===== config.mk =====
export PLATFORM = sky130hd
export DESIGN_NAME = huffman_decode
export DESIGN_NICKNAME = d
export VERILOG_FILES = /design/src/rtl/huffman_decode.sv
export SDC_FILE = /design/constraint.sdc
export NUM_CORES = 2
export LEC_CHECK = 0
export CAP_MARGIN = 20
export CELL_PAD_IN_SITES_DETAIL_PLACEMENT = 1
export CELL_PAD_IN_SITES_GLOBAL_PLACEMENT = 1
export CORE_AREA = 4 4 457 459
export CTS_BUF_LIST = sky130_fd_sc_hd__clkbuf_2 sky130_fd_sc_hd__clkbuf_4 sky130_fd_sc_hd__clkbuf_8
export CTS_CLUSTER_SIZE = 30
export DETAILED_ROUTE_END_ITERATION = 12
export DIE_AREA = 0 0 461 463
export PLACE_DENSITY = 0.53
export SKIP_LAST_GASP = 1
export SYNTH_ARGS = -nofsm -noshare
export SYNTH_HDL_FRONTEND = slang
export SYNTH_SLANG_ARGS = --single-unit

===== constraint.sdc =====
create_clock -name CLK -period 4.7 [get_ports CLK]
set_clock_uncertainty 0.2 [all_clocks]
set_input_delay 0.94 -clock CLK [delete_from_list [all_inputs] [get_ports CLK]]
set_output_delay 0.94 -clock CLK [all_outputs]
set_load 0.005 [all_outputs]

===== src/rtl/huffman_decode.sv =====
// Serial Huffman decoder: latches a 10-entry code table, then resolves one bit per valid cycle
// into 4-bit symbols; a symbol pulses one cycle after its last bit, and DONE/ERR hold until RST.
module huffman_decode #(
   parameter int NUM_CHARS = 256,
   parameter int MAX_LEN   = 9
) (
   input  logic                         CLK,
   input  logic                         RST,
   input  logic                         table_over,
   input  logic [10*(4+MAX_LEN)-1:0]    CODE_TABLE_IN,
   input  logic                         BIT_IN,
   input  logic                         BIT_VALID,
   output logic [3:0]                   SYMBOL_OUT,
   output logic                         SYMBOL_VALID,
   output logic [4*NUM_CHARS-1:0]       CHARACTER_OUT,
   output logic                         decode_over,
   output logic                         ERROR
);

   localparam int EW = 4 + MAX_LEN;
   localparam int CW = $clog2(NUM_CHARS + 1);

   typedef enum logic [1:0] {S_IDLE, S_DECODE, S_DONE, S_ERR} state_t;

   state_t                    r_state, w_state_n;
   logic [10*EW-1:0]          r_table;
   logic [MAX_LEN-1:0]        r_acc;
   logic [3:0]                r_len;
   logic [CW-1:0]             r_count;
   logic [3:0]                r_sym;
   logic                      r_sym_vld;
   logic [4*NUM_CHARS-1:0]    r_chars;

   logic [3:0]                w_len_k  [10];
   logic [MAX_LEN-1:0]        w_code_k [10];
   logic [MAX_LEN-1:0]        w_acc_n;
   logic [MAX_LEN-1:0]        w_mask;
   logic [3:0]                w_len_n;
   logic [CW-1:0]             w_count_n;
   logic                      w_fire;
   logic                      w_hit;
   logic [3:0]                w_sym;

   for (genvar g = 0; g < 10; g++) begin : g_ent
      assign w_len_k[g]  = r_table[EW*g+MAX_LEN +: 4];
      assign w_code_k[g] = r_table[EW*g +: MAX_LEN];
   end

   assign w_len_n   = r_len + 4'd1;
   assign w_acc_n   = {r_acc[MAX_LEN-2:0], BIT_IN};
   assign w_count_n = r_count + CW'(1);
   assign w_fire    = (r_state == S_DECODE) && BIT_VALID;

   // Scan from the top so the lowest matching entry wins on a non-prefix table.
   always_comb begin
      w_mask = '0;
      w_hit  = 1'b0;
      w_sym  = 4'd0;
      for (int b = 0; b < MAX_LEN; b++) begin
         w_mask[b] = (b < int'(w_len_n));
      end
      for (int k = 9; k >= 0; k--) begin
         if ((w_len_k[k] != 4'd0) && (w_len_k[k] <= 4'(MAX_LEN)) &&
             (w_len_k[k] == w_len_n) &&
             (((w_code_k[k] ^ w_acc_n) & w_mask) == '0)) begin
            w_hit = 1'b1;
            w_sym = 4'(k + 1);
         end
      end
   end

   always_comb begin
      w_state_n = r_state;
      case (r_state)
         S_IDLE: begin
            if (table_over) w_state_n = S_DECODE;
         end
         S_DECODE: begin
            if (BIT_VALID) begin
               if (w_hit && (w_count_n == CW'(NUM_CHARS)))
                  w_state_n = S_DONE;
               else if (!w_hit && (w_len_n == 4'(MAX_LEN)))
                  w_state_n = S_ERR;
            end
         end
         default: w_state_n = r_state;
      endcase
   end

   always_ff @(posedge CLK) begin
      if (RST) r_state <= S_IDLE;
      else     r_state <= w_state_n;
   end

   always_ff @(posedge CLK) begin
      if (RST) begin
         r_table   <= '0;
         r_acc     <= '0;
         r_len     <= '0;
         r_count   <= '0;
         r_sym     <= '0;
         r_sym_vld <= 1'b0;
         r_chars   <= '0;
      end else begin
         r_sym_vld <= 1'b0;
         if ((r_state == S_IDLE) && table_over) r_table <= CODE_TABLE_IN;
         if (w_fire) begin
            if (w_hit) begin
               r_sym     <= w_sym;
               r_sym_vld <= 1'b1;
               r_chars   <= {w_sym, r_chars[4*NUM_CHARS-1:4]};
               r_count   <= w_count_n;
               r_acc     <= '0;
               r_len     <= '0;
            end else if (w_len_n != 4'(MAX_LEN)) begin
               r_acc <= w_acc_n;
               r_len <= w_len_n;
            end
         end
      end
   end

   assign SYMBOL_OUT    = r_sym;
   assign SYMBOL_VALID  = r_sym_vld;
   assign CHARACTER_OUT = r_chars;
   assign decode_over   = (r_state == S_DONE);
   assign ERROR         = (r_state == S_ERR);

endmodule


==> flow_summary.yaml <==
outcome:
  status: "complete, no violations"
job:
  drv_cap: 0
clock_tree:
  insertion_delay_ns: 0.96
  path_clk_slew_ns: 0.06
  cts-hold-fix-buffers: 0
  cts_buffer_depth: 3
  tritoncts: "yes"
  cts_root_buf: "clkbuf_8"
  htreeDepth: 4
  clkSinkCount: 1178
  cts-buffers-inserted: 214
  post-cts-setup-buffers: 0
sta:
  period_needed_ns: 4.439
  setup_viol: 0
  fin_setup_tns_ns: 0
  max_freq_mhz: 225.3
  rsz0062_at_grt: "no"
  finalCritPeriodShare_pct: 94.45
  tightest_slew_ns: 0.9476
  drv_slew: 0
  slew-limit-headroom_pct: 36.74
  final-hold-violation-count: 0
global_routing:
  grt_pass1_wl_microns: 297400
  grt_max_degree: 167
  grt_overflow_total: 0
  grtUsageTotal_pct: 18.48
  grt_pass1_vias: 42426
  antenna_found_initial: 33
synth:
  yosysUniqueCellTypes: 75
  synth_nets: 5602
  synth_top_area_share_pct: 54.77
  postSynthCellCount: 5462
  synth_seq_area_share_pct: 54.77
  yosysMostFrequentCell: "nand2_1"
  yosys.area.top_type: "dfxtp_1"
  yosys-top-cells-area: "dfxtp_1, nand2_1, a21oi_1"
  yosys-top-cells-count: "nand2_1, dfxtp_1, a21oi_1, clkbuf_1, buf_2"
  synth_edf_count: 0
  avgSynthCellArea_sq_um: 7.883
  netlist_area_sq_um: 43060
  synth-async-reset-ratio_pct: 0
  ys_warn_count: 0
  synth_ff_type: "dfxtp_1"
  ys_ff_latch: 1178
layout:
  area_delta_synth_final_pct: 46.12
  n_fill_cell: 24258
  nets: 6739
  utilization_pct: 30.78
  drive_above_1_share_pct: 8.529
  fin_area_sq_um: 62910
critical_path:
  crit_path_start_kind: "flop"
  slowest_stage: "o31ai_4"
  r2r-start: "r_len[0]"
  r2r_slack_ns: 0.26
  path_depth: 12
  cp-end-kind: "flop"
  path_delay_family: "simple AND/OR/NAND/NOR gates"
  required_ns: 5.34
  crit_arrival_ns: 5.08
  r2r_end: "CHARACTER_OUT[584]"
  criticalPathCategory: "reg -> reg"
  critPathMaxStageDelay_ns: 0.69
  path_max_fanout: 35
  cp_cell_sequence: "buf_4 > and4_1 > or2_1 > mux2i_1 > a2111oi_0 > nand4_1 > nand4_2 > o31ai_4 > buf_12 > buf_4 > nand2_1 > a21oi_1"
  crit_buf_inv: 3
  crit_start: "r_len[0]"
  worst_path_most_repeated_cell: "buf_4"
  endpoint: "CHARACTER_OUT[584]"
  r2r_cells: 12
route:
  wl_per_cell_microns: 21.69
  dr_total_vias: 41748
  routed_wl_microns: 205300
  route.detailed.drc: 0
  postRouteAntennaNets: 0
  drtPass1Iterations: 5
  drt-initial-drc-count: 2413
  vias_per_cell: 4.411
placement:
  post_dp_cell_area_sq_um: 58170
  gp_congestion: 0.8459
  post-dp-hpwl_microns: 153500
  io_buffers: 1165
die:
  start_util_pct: 21.07
  io_pins: 1166
  chipWidth_microns: 461
  rows: 166
  die-area_sq_um: 213400
  die_h_microns: 463
  coreArea_sq_um: 204400
power:
  irDropWorstVdd_uv: 234.2
  leakagePower_nw: 20.61
  power_density_nw_per_um2: 350.1
min_path:
  min_path_type: "reg -> reg"
through the flow:
stage          instances  total power [W]  setup slack, ns  hold slack, ns
2_1_floorplan       5462          0.01102            1.089          0.2363
3_3_place_gp        9071          0.01155          0.03768          0.2469
3_5_place_dp        9071          0.01155          0.03256          0.2533
4_1_cts             9453          0.02246           0.1488          0.1709
5_1_grt             9459          0.02300          0.01866          0.2071
6_report            9464          0.02202           0.2607          0.2278
logic make-up (layout without fill, tap and decap cells):
logic type               after synthesis  after routing  synth area share (%)
AND/OR/NAND/NOR                     2466           2466                 22.25
AO/OA/AOI/OAI                       1270           1270                 15.49
flip-flops                          1178           1178                 54.77
buffers and inverters                424           1727                 4.891
XOR/XNOR                             110            110                 2.238
multiplexers                           9              9                0.2121
adder cells (fa/ha/maj)                5              5                0.1453
other                                  0             11                     0
cells in the final DEF, fill, tap and decap left out, types with 5 or more instances in the layout:
cell             count
nand2_1           2332
dfxtp_1           1178
a21oi_1           1166
clkdlybuf4s50_1   1164
clkbuf_8           276
buf_4              103
clkbuf_4            72
buf_12              68
xor2_1              57
xnor2_1             53
nor2_1              29
nor3_1              20
o21ai_0             19
clkinv_2            18
or3_1               14
nand2b_1            13
diode_2             11
o2bb2ai_1           10
a22oi_1              9
inv_1                8
mux2i_1              8
nand3b_1             7
nand3_1              7
and2_1               6
a211oi_1             5
o22ai_1              5
cell type report:
class | instances | area (sq um) | share of cell area [%]
multi-input cells | 3860 | 17390 | 27.64
diodes | 11 | 27.53 | 0.04375
well taps | 2688 | 3363 | 5.346
repair buffers | 1337 | 13810 | 21.96
inverters | 8 | 30.03 | 0.04773
flip-flops and latches | 1178 | 23580 | 37.49
clock inverters | 34 | 365.4 | 0.5807
clock buffers | 348 | 4339 | 6.897
worst min-delay path: stages (launching register included):
cell and delay (ns):
dfxtp_1 0.32, nand2_1 0.06, a21oi_1 0.05
timing repair:
action	in CTS	in global routing
gates resized for setup	0	3
hold endpoints to repair	0	0
setup endpoints to repair	0	84
worst min-delay path by stage:
stage / depth (start not counted) / to / startpoint
finish: 2 / CHARACTER_OUT[379] / CHARACTER_OUT[383]
global route: 2 / CHARACTER_OUT[106] / RST
CTS: 3 / r_table[22] / CODE_TABLE_IN[22]
detailed placement: 2 / CHARACTER_OUT[2] / CHARACTER_OUT[2]
global placement: 2 / CHARACTER_OUT[0] / CHARACTER_OUT[0]
floorplan: 2 / r_table[37] / r_table[37]
routing by layer:
layer,up-vias,GRT usage (%),part of all wire (%)
met3,296,7.289,8.6
met5,-,0,0.13
li1,20063,-,-
met4,38,5.376,2.8
met1,20255,21.41,41
met2,1096,31.34,48
state kept, by name, summed over array words and instances (netlist names):
name and flops:
SYMBOL_OUT 4, SYMBOL_VALID 1, r_state 2, CHARACTER_OUT 1020, r_count 9, r_table 130
r_len 4, r_acc 8
where the power goes:
group	internal [W]	total [W]	switching, W
clock	0.00606	0.0107	0.00465
sequential	0.0101	0.0102	0.0000935
combinational	0.000406	0.00116	0.000749
total	0.0165	0.0220	0.00549
Power figures use the tool's default switching activity.
